===== src/rtl/vga_pkg.sv =====
// Shared timing constants for the VGA timing generator and the payload that
// travels down the sync/video delay line.
package vga_pkg;

    // 800x600 @ 60 Hz (40 MHz pixel clock), used as the generator defaults.
    localparam int SVGA_H_ACTIVE = 800;
    localparam int SVGA_H_FP     = 40;
    localparam int SVGA_H_SYNC   = 128;
    localparam int SVGA_H_BP     = 88;
    localparam int SVGA_V_ACTIVE = 600;
    localparam int SVGA_V_FP     = 1;
    localparam int SVGA_V_SYNC   = 4;
    localparam int SVGA_V_BP     = 23;

    // 640x480 @ 60 Hz (25.175 MHz pixel clock).
    localparam int VGA_H_ACTIVE  = 640;
    localparam int VGA_H_FP      = 16;
    localparam int VGA_H_SYNC    = 96;
    localparam int VGA_H_BP      = 48;
    localparam int VGA_V_ACTIVE  = 480;
    localparam int VGA_V_FP      = 10;
    localparam int VGA_V_SYNC    = 2;
    localparam int VGA_V_BP      = 33;

    // Raw (pre-polarity) flags carried from the request side to the video side.
    // All-zero is the idle value: no sync asserted, no active video.
    typedef struct packed {
        logic hsync;
        logic vsync;
        logic vidon;
    } vga_stage_t;

    // Total period of one axis: sync + back porch + active + front porch.
    function automatic int vga_total(input int sync_w, input int bp, input int active, input int fp);
        return sync_w + bp + active + fp;
    endfunction

endpackage


===== src/rtl/vga_timing_gen_if.sv =====
// Signal bundle between the timing generator (master) and the pixel source /
// display consumer (slave).
//
// Handshake: ce is the pixel enable from the consumer side; nothing in the
// generator moves on a clock edge where ce=0. req_valid/req_x/req_y have no
// ready: every ce edge with req_valid=1 is one pixel request that the consumer
// must service so the data lines up LEAD ce cycles later with vidon=1.
interface vga_timing_gen_if #(
    parameter int CW = 11
);
    logic          ce;
    logic [CW-1:0] hc;
    logic [CW-1:0] vc;
    logic          req_valid;
    logic [CW-1:0] req_x;
    logic [CW-1:0] req_y;
    logic          hsync;
    logic          vsync;
    logic          vidon;
    logic          sof;
    logic          eol;

    modport master (
        input  ce,
        output hc, vc, req_valid, req_x, req_y, hsync, vsync, vidon, sof, eol
    );

    modport slave (
        output ce,
        input  hc, vc, req_valid, req_x, req_y, hsync, vsync, vidon, sof, eol
    );
endinterface


===== src/rtl/vga_delay_line.sv =====
// ce-gated shift register with asynchronous clear. DEPTH=0 is a plain wire so
// the consumer can choose zero-latency video timing.
module vga_delay_line #(
    parameter int W     = 1,
    parameter int DEPTH = 2
) (
    input  logic         clk,
    input  logic         clr,
    input  logic         ce,
    input  logic [W-1:0] din,
    output logic [W-1:0] dout
);

    generate
        if (DEPTH == 0) begin : g_bypass
            // Clock, clear and enable are intentionally not needed here.
            logic unused_ctrl;
            assign unused_ctrl = ^{clk, clr, ce};
            assign dout = din;
        end else begin : g_pipe
            logic [W-1:0] stage [DEPTH];

            // Shift one stage per ce edge; clear empties every stage to idle.
            always_ff @(posedge clk or posedge clr) begin
                if (clr) begin
                    for (int i = 0; i < DEPTH; i++) stage[i] <= '0;
                end else if (ce) begin
                    stage[0] <= din;
                    for (int i = 1; i < DEPTH; i++) stage[i] <= stage[i-1];
                end
            end

            assign dout = stage[DEPTH-1];
        end
    endgenerate

endmodule


===== src/rtl/vga_timing_gen.sv =====
// VGA timing generator: raw h/v counters, request-side pixel coordinates and
// frame/line pulses, plus syncs and vidon delayed by LEAD ce cycles so that the
// pixel fetched on req_x/req_y is ready when vidon reaches the display.
module vga_timing_gen
    import vga_pkg::*;
#(
    parameter int H_ACTIVE = SVGA_H_ACTIVE,
    parameter int H_FP     = SVGA_H_FP,
    parameter int H_SYNC   = SVGA_H_SYNC,
    parameter int H_BP     = SVGA_H_BP,
    parameter int V_ACTIVE = SVGA_V_ACTIVE,
    parameter int V_FP     = SVGA_V_FP,
    parameter int V_SYNC   = SVGA_V_SYNC,
    parameter int V_BP     = SVGA_V_BP,
    parameter bit HS_POL   = 1'b0,
    parameter bit VS_POL   = 1'b0,
    parameter int LEAD     = 2,
    parameter int CW       = 11
) (
    input  logic             clk,
    input  logic             clr,
    vga_timing_gen_if.master vga
);

    localparam int H_TOTAL = vga_total(H_SYNC, H_BP, H_ACTIVE, H_FP);
    localparam int V_TOTAL = vga_total(V_SYNC, V_BP, V_ACTIVE, V_FP);
    localparam int HA0     = H_SYNC + H_BP;
    localparam int VA0     = V_SYNC + V_BP;

    localparam logic [CW-1:0] H_LAST = CW'(H_TOTAL - 1);
    localparam logic [CW-1:0] V_LAST = CW'(V_TOTAL - 1);
    localparam logic [CW-1:0] HA_LO  = CW'(HA0);
    localparam logic [CW-1:0] HA_HI  = CW'(HA0 + H_ACTIVE);
    localparam logic [CW-1:0] VA_LO  = CW'(VA0);
    localparam logic [CW-1:0] VA_HI  = CW'(VA0 + V_ACTIVE);
    localparam logic [CW-1:0] HS_END = CW'(H_SYNC);
    localparam logic [CW-1:0] VS_END = CW'(V_SYNC);

    // Totals must be representable by the counters, and LEAD is bounded so the
    // consumer's fetch latency budget stays small.
    generate
        if (H_TOTAL > (1 << CW)) begin : g_bad_h_total
            $error("vga_timing_gen: H_TOTAL does not fit in CW bits");
        end
        if (V_TOTAL > (1 << CW)) begin : g_bad_v_total
            $error("vga_timing_gen: V_TOTAL does not fit in CW bits");
        end
        if (LEAD < 0 || LEAD > 4) begin : g_bad_lead
            $error("vga_timing_gen: LEAD must be within 0..4");
        end
    endgenerate

    logic [CW-1:0] hc;
    logic [CW-1:0] vc;
    logic          h_act;
    logic          v_act;
    logic          req_valid;
    vga_stage_t    raw;
    vga_stage_t    dly;

    // Pixel/line counters: hc walks the line, vc steps on the line's last pixel.
    always_ff @(posedge clk or posedge clr) begin
        if (clr) begin
            hc <= '0;
            vc <= '0;
        end else if (vga.ce) begin
            if (hc == H_LAST) begin
                hc <= '0;
                vc <= (vc == V_LAST) ? '0 : vc + 1'b1;
            end else begin
                hc <= hc + 1'b1;
            end
        end
    end

    // Request-side decode of the current position. clr gates the flags so the
    // idle levels show while clear is held even though hc=vc=0 lies in sync.
    always_comb begin
        h_act     = (hc >= HA_LO) && (hc < HA_HI);
        v_act     = (vc >= VA_LO) && (vc < VA_HI);
        req_valid = h_act && v_act && !clr;
        raw       = '0;
        raw.hsync = (hc < HS_END) && !clr;
        raw.vsync = (vc < VS_END) && !clr;
        raw.vidon = req_valid;
    end

    vga_delay_line #(
        .W     ($bits(vga_stage_t)),
        .DEPTH (LEAD)
    ) u_delay (
        .clk  (clk),
        .clr  (clr),
        .ce   (vga.ce),
        .din  (raw),
        .dout (dly)
    );

    assign vga.hc        = hc;
    assign vga.vc        = vc;
    assign vga.req_valid = req_valid;
    assign vga.req_x     = req_valid ? hc - HA_LO : '0;
    assign vga.req_y     = req_valid ? vc - VA_LO : '0;
    assign vga.sof       = vga.ce && !clr && (hc == '0) && (vc == '0);
    assign vga.eol       = vga.ce && !clr && (hc == H_LAST);
    assign vga.hsync     = dly.hsync ~^ HS_POL;
    assign vga.vsync     = dly.vsync ~^ VS_POL;
    assign vga.vidon     = dly.vidon;

endmodule


===== src/flat_wrapper.sv =====
// flat-port wrapper written by rule: the top's interface ports become plain ports
module vga_timing_gen_flat import vga_pkg::*;
#(
    parameter int H_ACTIVE = SVGA_H_ACTIVE,
    parameter int H_FP     = SVGA_H_FP,
    parameter int H_SYNC   = SVGA_H_SYNC,
    parameter int H_BP     = SVGA_H_BP,
    parameter int V_ACTIVE = SVGA_V_ACTIVE,
    parameter int V_FP     = SVGA_V_FP,
    parameter int V_SYNC   = SVGA_V_SYNC,
    parameter int V_BP     = SVGA_V_BP,
    parameter bit HS_POL   = 1'b0,
    parameter bit VS_POL   = 1'b0,
    parameter int LEAD     = 2,
    parameter int CW       = 11
)
  (clk, clr, vga_ce, vga_hc, vga_vc, vga_req_valid, vga_req_x, vga_req_y, vga_hsync, vga_vsync, vga_vidon, vga_sof, vga_eol);
  vga_timing_gen_if #(.CW(CW)) vga_i ();
  input  logic clk;
  input  logic clr;
  input wire logic [$bits(vga_i.ce)-1:0] vga_ce;
  output wire logic [$bits(vga_i.hc)-1:0] vga_hc;
  output wire logic [$bits(vga_i.vc)-1:0] vga_vc;
  output wire logic [$bits(vga_i.req_valid)-1:0] vga_req_valid;
  output wire logic [$bits(vga_i.req_x)-1:0] vga_req_x;
  output wire logic [$bits(vga_i.req_y)-1:0] vga_req_y;
  output wire logic [$bits(vga_i.hsync)-1:0] vga_hsync;
  output wire logic [$bits(vga_i.vsync)-1:0] vga_vsync;
  output wire logic [$bits(vga_i.vidon)-1:0] vga_vidon;
  output wire logic [$bits(vga_i.sof)-1:0] vga_sof;
  output wire logic [$bits(vga_i.eol)-1:0] vga_eol;
  assign vga_i.ce = vga_ce;
  assign vga_hc = vga_i.hc;
  assign vga_vc = vga_i.vc;
  assign vga_req_valid = vga_i.req_valid;
  assign vga_req_x = vga_i.req_x;
  assign vga_req_y = vga_i.req_y;
  assign vga_hsync = vga_i.hsync;
  assign vga_vsync = vga_i.vsync;
  assign vga_vidon = vga_i.vidon;
  assign vga_sof = vga_i.sof;
  assign vga_eol = vga_i.eol;
  vga_timing_gen #(.H_ACTIVE(H_ACTIVE), .H_FP(H_FP), .H_SYNC(H_SYNC), .H_BP(H_BP), .V_ACTIVE(V_ACTIVE), .V_FP(V_FP), .V_SYNC(V_SYNC), .V_BP(V_BP), .HS_POL(HS_POL), .VS_POL(VS_POL), .LEAD(LEAD), .CW(CW)) u_core (.clk(clk), .clr(clr), .vga(vga_i));
endmodule

===== config.mk =====
export PLATFORM = sky130hd
export DESIGN_NAME = vga_timing_gen_flat
export DESIGN_NICKNAME = d
export VERILOG_FILES = /design/src/rtl/vga_pkg.sv /design/src/rtl/vga_timing_gen_if.sv /design/src/rtl/vga_delay_line.sv /design/src/rtl/vga_timing_gen.sv /design/src/flat_wrapper.sv
export SDC_FILE = /design/constraint.sdc
export NUM_CORES = 1
export LEC_CHECK = 0
export CAP_MARGIN = 30
export CORE_AREA = 2 2 88 65
export DETAILED_ROUTE_END_ITERATION = 10
export DIE_AREA = 0 0 90 67
export PLACE_DENSITY = 0.71
export SLEW_MARGIN = 10
export SYNTH_ARGS = -nofsm -noshare
export SYNTH_HDL_FRONTEND = slang
export SYNTH_HIERARCHICAL = 1
export SYNTH_SLANG_ARGS = --single-unit

===== constraint.sdc =====
create_clock -name clk -period 3.9 [get_ports clk]
set_clock_uncertainty 0.2 [all_clocks]
set_input_delay 0.78 -clock clk [delete_from_list [all_inputs] [get_ports clk]]
set_output_delay 0.78 -clock clk [all_outputs]
set_load 0.05 [all_outputs]

After elaboration in Yosys (flattened, before gate mapping)
Index checks and enable logic that the tools add are counted.
{"block": "totals", "input_bits": 3, "wordCells": 36, "regBits": 28}
{"block": "op_classes", "n_addsub": 4, "reduce_logical": 14, "eq_ne": 2, "n_bitwise": 2, "order_cmp": 6, "mux": 4}
{"cell": "11-bit two-way mux", "count": 4}
{"cell": "11-bit by 1-bit adder with 11-bit output, second input constant", "count": 2}
{"cell": "11-bit zero test", "count": 2}
{"cell": "11-bit by 10-bit less-than comparator with 1-bit output, second input constant", "count": 2}
{"cell": "11-bit by 10-bit equality test with 1-bit output, second input constant", "count": 1}
{"cell": "11-bit equality test, second input constant", "count": 1}
{"cell": "11-bit by 5-bit greater-or-equal comparator with 1-bit output, second input constant", "count": 1}
{"cell": "11-bit by 8-bit greater-or-equal comparator with 1-bit output, second input constant", "count": 1}
{"cell": "11-bit by 3-bit less-than comparator with 1-bit output, second input constant", "count": 1}
{"cell": "11-bit by 8-bit less-than comparator with 1-bit output, second input constant", "count": 1}
{"cell": "11-bit by 5-bit subtractor with 11-bit output, second input constant", "count": 1}
{"cell": "11-bit by 8-bit subtractor with 11-bit output, second input constant", "count": 1}
{"cell": "1-bit logical AND", "count": 10}
{"cell": "1-bit NOT", "count": 2}
{"cell": "2-bit AND reduction", "count": 1}
{"cell": "1-bit zero test", "count": 1}

Logic depth before layout (Yosys ltp)
{"block": "depth", "word_depth": 5, "depth_mapped": 8, "ltp_nobuf": 6}

By module
Netlist, hierarchy kept.
{"mod": "vga_timing_gen", "cells_per_inst": 210, "area_per_inst_um2": 1721.7, "seq_area_each_um2": 550.5, "instances": 1}
{"mod": "vga_delay_line", "cells_per_inst": 17, "area_per_inst_um2": 277.8, "seq_area_each_um2": 150.1, "instances": 1}

Worst setup path after synthesis
No wires, ideal clock.
{"block": "synth_path", "path_kind": "register to output", "start": "register u_core.hc[4], in the netlist u_core/vga.hc[4]", "end": "output port vga_req_y[3]", "t_required_ps": 2920, "setup_slack_ps": -312, "path_stages_with_launch": 6, "arrival_time_ps": 3232, "cell_sequence": "dfrtp_1 -> ha_1 -> o211ai_1 -> a2111oi_0 -> o21ai_1 -> nor4_1"}
{"block": "synth_via", "elab_chain_cells": 5}
{"element": "start, declared", "line_no": "vga_timing_gen.sv:53", "text": "logic [CW-1:0] hc;"}
{"element": "start signal, assigned", "line_no": "vga_timing_gen.sv:71", "text": "hc <= hc + 1'b1;"}
{"element": "11-bit by 8-bit greater-or-equal comparator with 1-bit output / 11-bit by 10-bit less-than comparator with 1-bit output (equally long branches)", "line_no": "vga_timing_gen.sv:79", "text": "h_act = (hc >= HA_LO) && (hc < HA_HI);"}
{"element": "1-bit logical AND (*)", "line_no": "vga_timing_gen.sv:79"}
{"element": "1-bit logical AND (*) (2 in a row)", "line_no": "vga_timing_gen.sv:81", "text": "req_valid = h_act && v_act && !clr;"}
{"element": "11-bit two-way mux (*)", "line_no": "vga_timing_gen.sv:103", "text": "assign vga.req_y = req_valid ? vc - VA_LO : '0;"}
{"element": "end, declared", "line_no": "flat_wrapper.sv:26", "text": "output wire logic [$bits(vga_i.req_y)-1:0] vga_req_y;"}
Mark *: on every way between the ends. The rest lies on a longest branch, timed or not.

Worst setup path in the final report
{"block": "layout_path", "start": "register u_core.hc[3], in the netlist u_core/vga.hc[3]", "end": "output port vga_req_y[9]"}
The elaborated chain is that of the path after synthesis.

==> results by group <==
Run status
  – Status: completed

Synth
  – Asr flop ratio synth: 100.0%
  – Ranking of synthesized cells by area: dfrtp_1 (35%), nor3_1 (6.3%), xnor2_1 (6.1%)
  – Syn_nets: 235
  – Post-synthesis sequential area ratio: 35.04%
  – Number of flops mapped to enable cells by yosys: 0
  – Synth Flop Type: dfrtp_1
  – Yosys Warn Count: 6
  – Post-synth cell types: 45
  – Synth Register Bits: 28
  – Avg Synthesized Cell Area: 8.808 um^2
  – Mapped Cells: 227
  – Cell Area, Synth: 1999 um^2
  – Synth top area share: 35.04%
  – Synth area leader: dfrtp_1

Detailed routing
  – DR vias: 1806
  – Initial DRC Count: 203
  – DR WL/cell: 15.49 um
  – Vias/cell: 5.296
  – DRC viols: 0
  – Iteration count of the initial detailed-routing pass: 5
  – Routed WL: 5.283 mm
  – Final ANT Viol Nets: 0

Clock network
  – Sink Count: 28
  – Root buf cell: clkbuf_8
  – Clock Latency Late Sink: 0.28 ns
  – CTS Hold Buffers Added: 0
  – Post-CTS Setup Repair Bufs: 0
  – Clock buffer depth: 2
  – Htree depth: 1
  – Resized Gates After CTS: 0
  – CTS clock-pin slew for the worst setup and hold paths: 0.09 ns
  – CTS tree: built
  – Cts bufs inserted: 3

Global route
  – First-pass GRT wire length: 8.956 mm
  – Gr usage total: 18.68%
  – Largest net degree at the start of global routing: 24
  – Vias in the first global route: 1696
  – Total congestion overflow: 0
  – Initial antenna violation count: 0

Finish
  – Antenna fix cells: 0
  – Layout fillers: 467
  – Syn-to-layout area delta: 43.55%
  – Post-layout nets: 278
  – Share of cells above drive strength 1: 18.59%

Die
  – Die extent in y: 67 um
  – Ports: 53
  – Die area: 6030 um^2
  – Initial Utilization: 39.05%
  – Core Region: 5120 um^2
  – Die width: 90 um
  – Cell Rows: 22

Setup path
  – CP required: 2.92 ns
  – Startpoint Class: flop
  – R2r startpoint: u_core/vga.hc[3]
  – R2r setup slk: 1.40 ns
  – Crit-path max FO: 23
  – Reg2reg path depth: 7
  – CP arrival: 2.67 ns
  – CP Capture Type: output port
  – R2R Path End: u_core/u_delay/g_pipe.stage[3]
  – CP Class: reg -> out

Timing
  – Final setup fails: 0
  – Hold Violations, Final: 0
  – RSZ-0062 raised after global routing: false
  – Total Neg Setup Slack: 0 ns
  – Min cycle time layout: 3.647 ns
  – Setup slack after layout: 0.2527 ns
  – Final Slew Violations: 0
  – Worst-margin pin slew: 0.5192 ns
  – Period utilisation layout: 93.52%
  – Max-slew headroom: 65.28%
  – Max frequency: 0.2742 GHz

Pwr
  – Total power draw: 1137 uW
  – Max VDD drop: 0.3745 mV
  – Pleak: 0.001170 uW
  – Power per cell area: 396.1 nW/um^2

Min path
  – Worst Hold Depth: 1
  – Hold Crit Class: reg -> reg
  – Worst Hold End: u_core/u_delay/dout[1]
  – Hold Crit Start: u_core/u_delay/dout[1]

Place
  – Gp weighted congestion: 0.9288
  – Port bufs: 52
  – Placed wire-length estimate: 3.972 mm
  – Post-Place Setup Slack: 0.4191 ns

Flow run
  – Max-cap violations: 0
==> per-stage QoR <==
stage / hold slack (ns) / utilization, % / std cells / instance area (um^2)
final: 0.3196 / 56.06 / 341 / 2870
after floorplan: 0.2816 / - / 227 / 2006
after detailed placement: 0.2934 / 54.23 / 335 / 2776
after global placement: 0.2903 / 54.23 / 335 / 2776
after global routing: 0.3385 / 56.06 / 341 / 2870
after CTS: 0.3231 / 55.62 / 339 / 2848
==> cell type report <==
cell class	instances	area, um^2	share of cell area (%)
flip-flops and latches	28	700.7	24.41
clock inverters	1	30.03	1.046
repair buffers	61	845.8	29.47
clock buffers	3	41.29	1.439
well taps	72	90.09	3.139
multi-input cells	160	1102	38.40
inverters	16	60.06	2.092
==> flip-flops by register name, summed over array words and instances (netlist names) <==
name,flops
u_core/vga.vc,11
u_core/u_delay/g_pipe.stage,3
u_core/u_delay/dout,3
u_core/vga.hc,11
==> how the worst max path moves through the flow <==
stage,slack (ns),endpoint,cells after the start,start
4_1_cts,0.07,vga_req_y[9],7,u_core/vga.vc[0]
5_1_grt,0.05,vga_req_y[7],7,u_core/vga.hc[3]
3_5_place_dp,0.42,vga_req_y[9],7,u_core/vga.vc[0]
6_report,0.25,vga_req_y[9],7,u_core/vga.hc[3]
3_3_place_gp,0.42,vga_req_y[3],7,u_core/vga.vc[0]
2_1_floorplan,-0.06,vga_req_x[5],6,u_core/vga.hc[4]
==> logic make-up (layout without fill, tap and decap cells) <==
logic type / Yosys count / in the layout / synth area share, %
multiplexers: 8 / 8 / 5.507
XOR/XNOR: 27 / 27 / 11.83
buffers and inverters: 39 / 81 / 10.14
AO/OA/AOI/OAI: 28 / 28 / 8.761
AND/OR/NAND/NOR: 92 / 92 / 25.59
flip-flops: 28 / 28 / 35.04
adder cells (fa/ha/maj): 5 / 5 / 3.129
==> where the power goes <==
group / switching, uW / internal [uW] / leakage, uW
Sequential: 62.8 / 318 / 0.000350
Clock: 91.2 / 138 / 0.0000357
Combinational: 315 / 212 / 0.000784
Total: 469 / 668 / 0.00117
==> worst max-delay path: stages (launching register included) <==
cell and delay, ns:
dfrtp_1 0.53, ha_1 0.34, o211ai_1 0.15, a2111oi_0 0.41
o21ai_1 0.11, buf_4 0.23, nor3_1 0.42, buf_12 0.20
==> cells in the final DEF, fill, tap and decap left out, drive strengths merged, types with 3 or more instances in the layout <==
cell,count
o21ai,12
nor2,14
mux2,6
buf,34
nand3,5
dfrtp,28
xor2,13
a21oi,5
inv,16
clkdlybuf4s50,27
ha,5
nand4,9
nand2,15
nor4,4
nor3,26
clkbuf,3
and4,4
or3,4
xnor2,14
==> cells in the mapped netlist (4+ instances only) <==
cell and instances:
buf_2 11, o21ai_1 4, nand4_1 9, xor2_1 13, o21ai_0 8, ha_1 5, inv_1 16, buf_4 5
nor2_1 14, nor3_1 25, mux2_4 6, nand2_1 15, and4_1 4, a21oi_1 5, dfrtp_1 28, xnor2_1 14
nand3_1 5
==> per-layer routing <==
layer | vias up | part of all wire (%) | global-route usage [%]
li1 | 871 | - | -
met2 | 71 | 42 | 26.69
met3 | 5 | 8.8 | 4.525
met5 | - | 0 | 0
met1 | 859 | 49 | 28.09
met4 | 0 | 0.72 | 4.231
No activity file was read; power rests on OpenSTA's default activity.
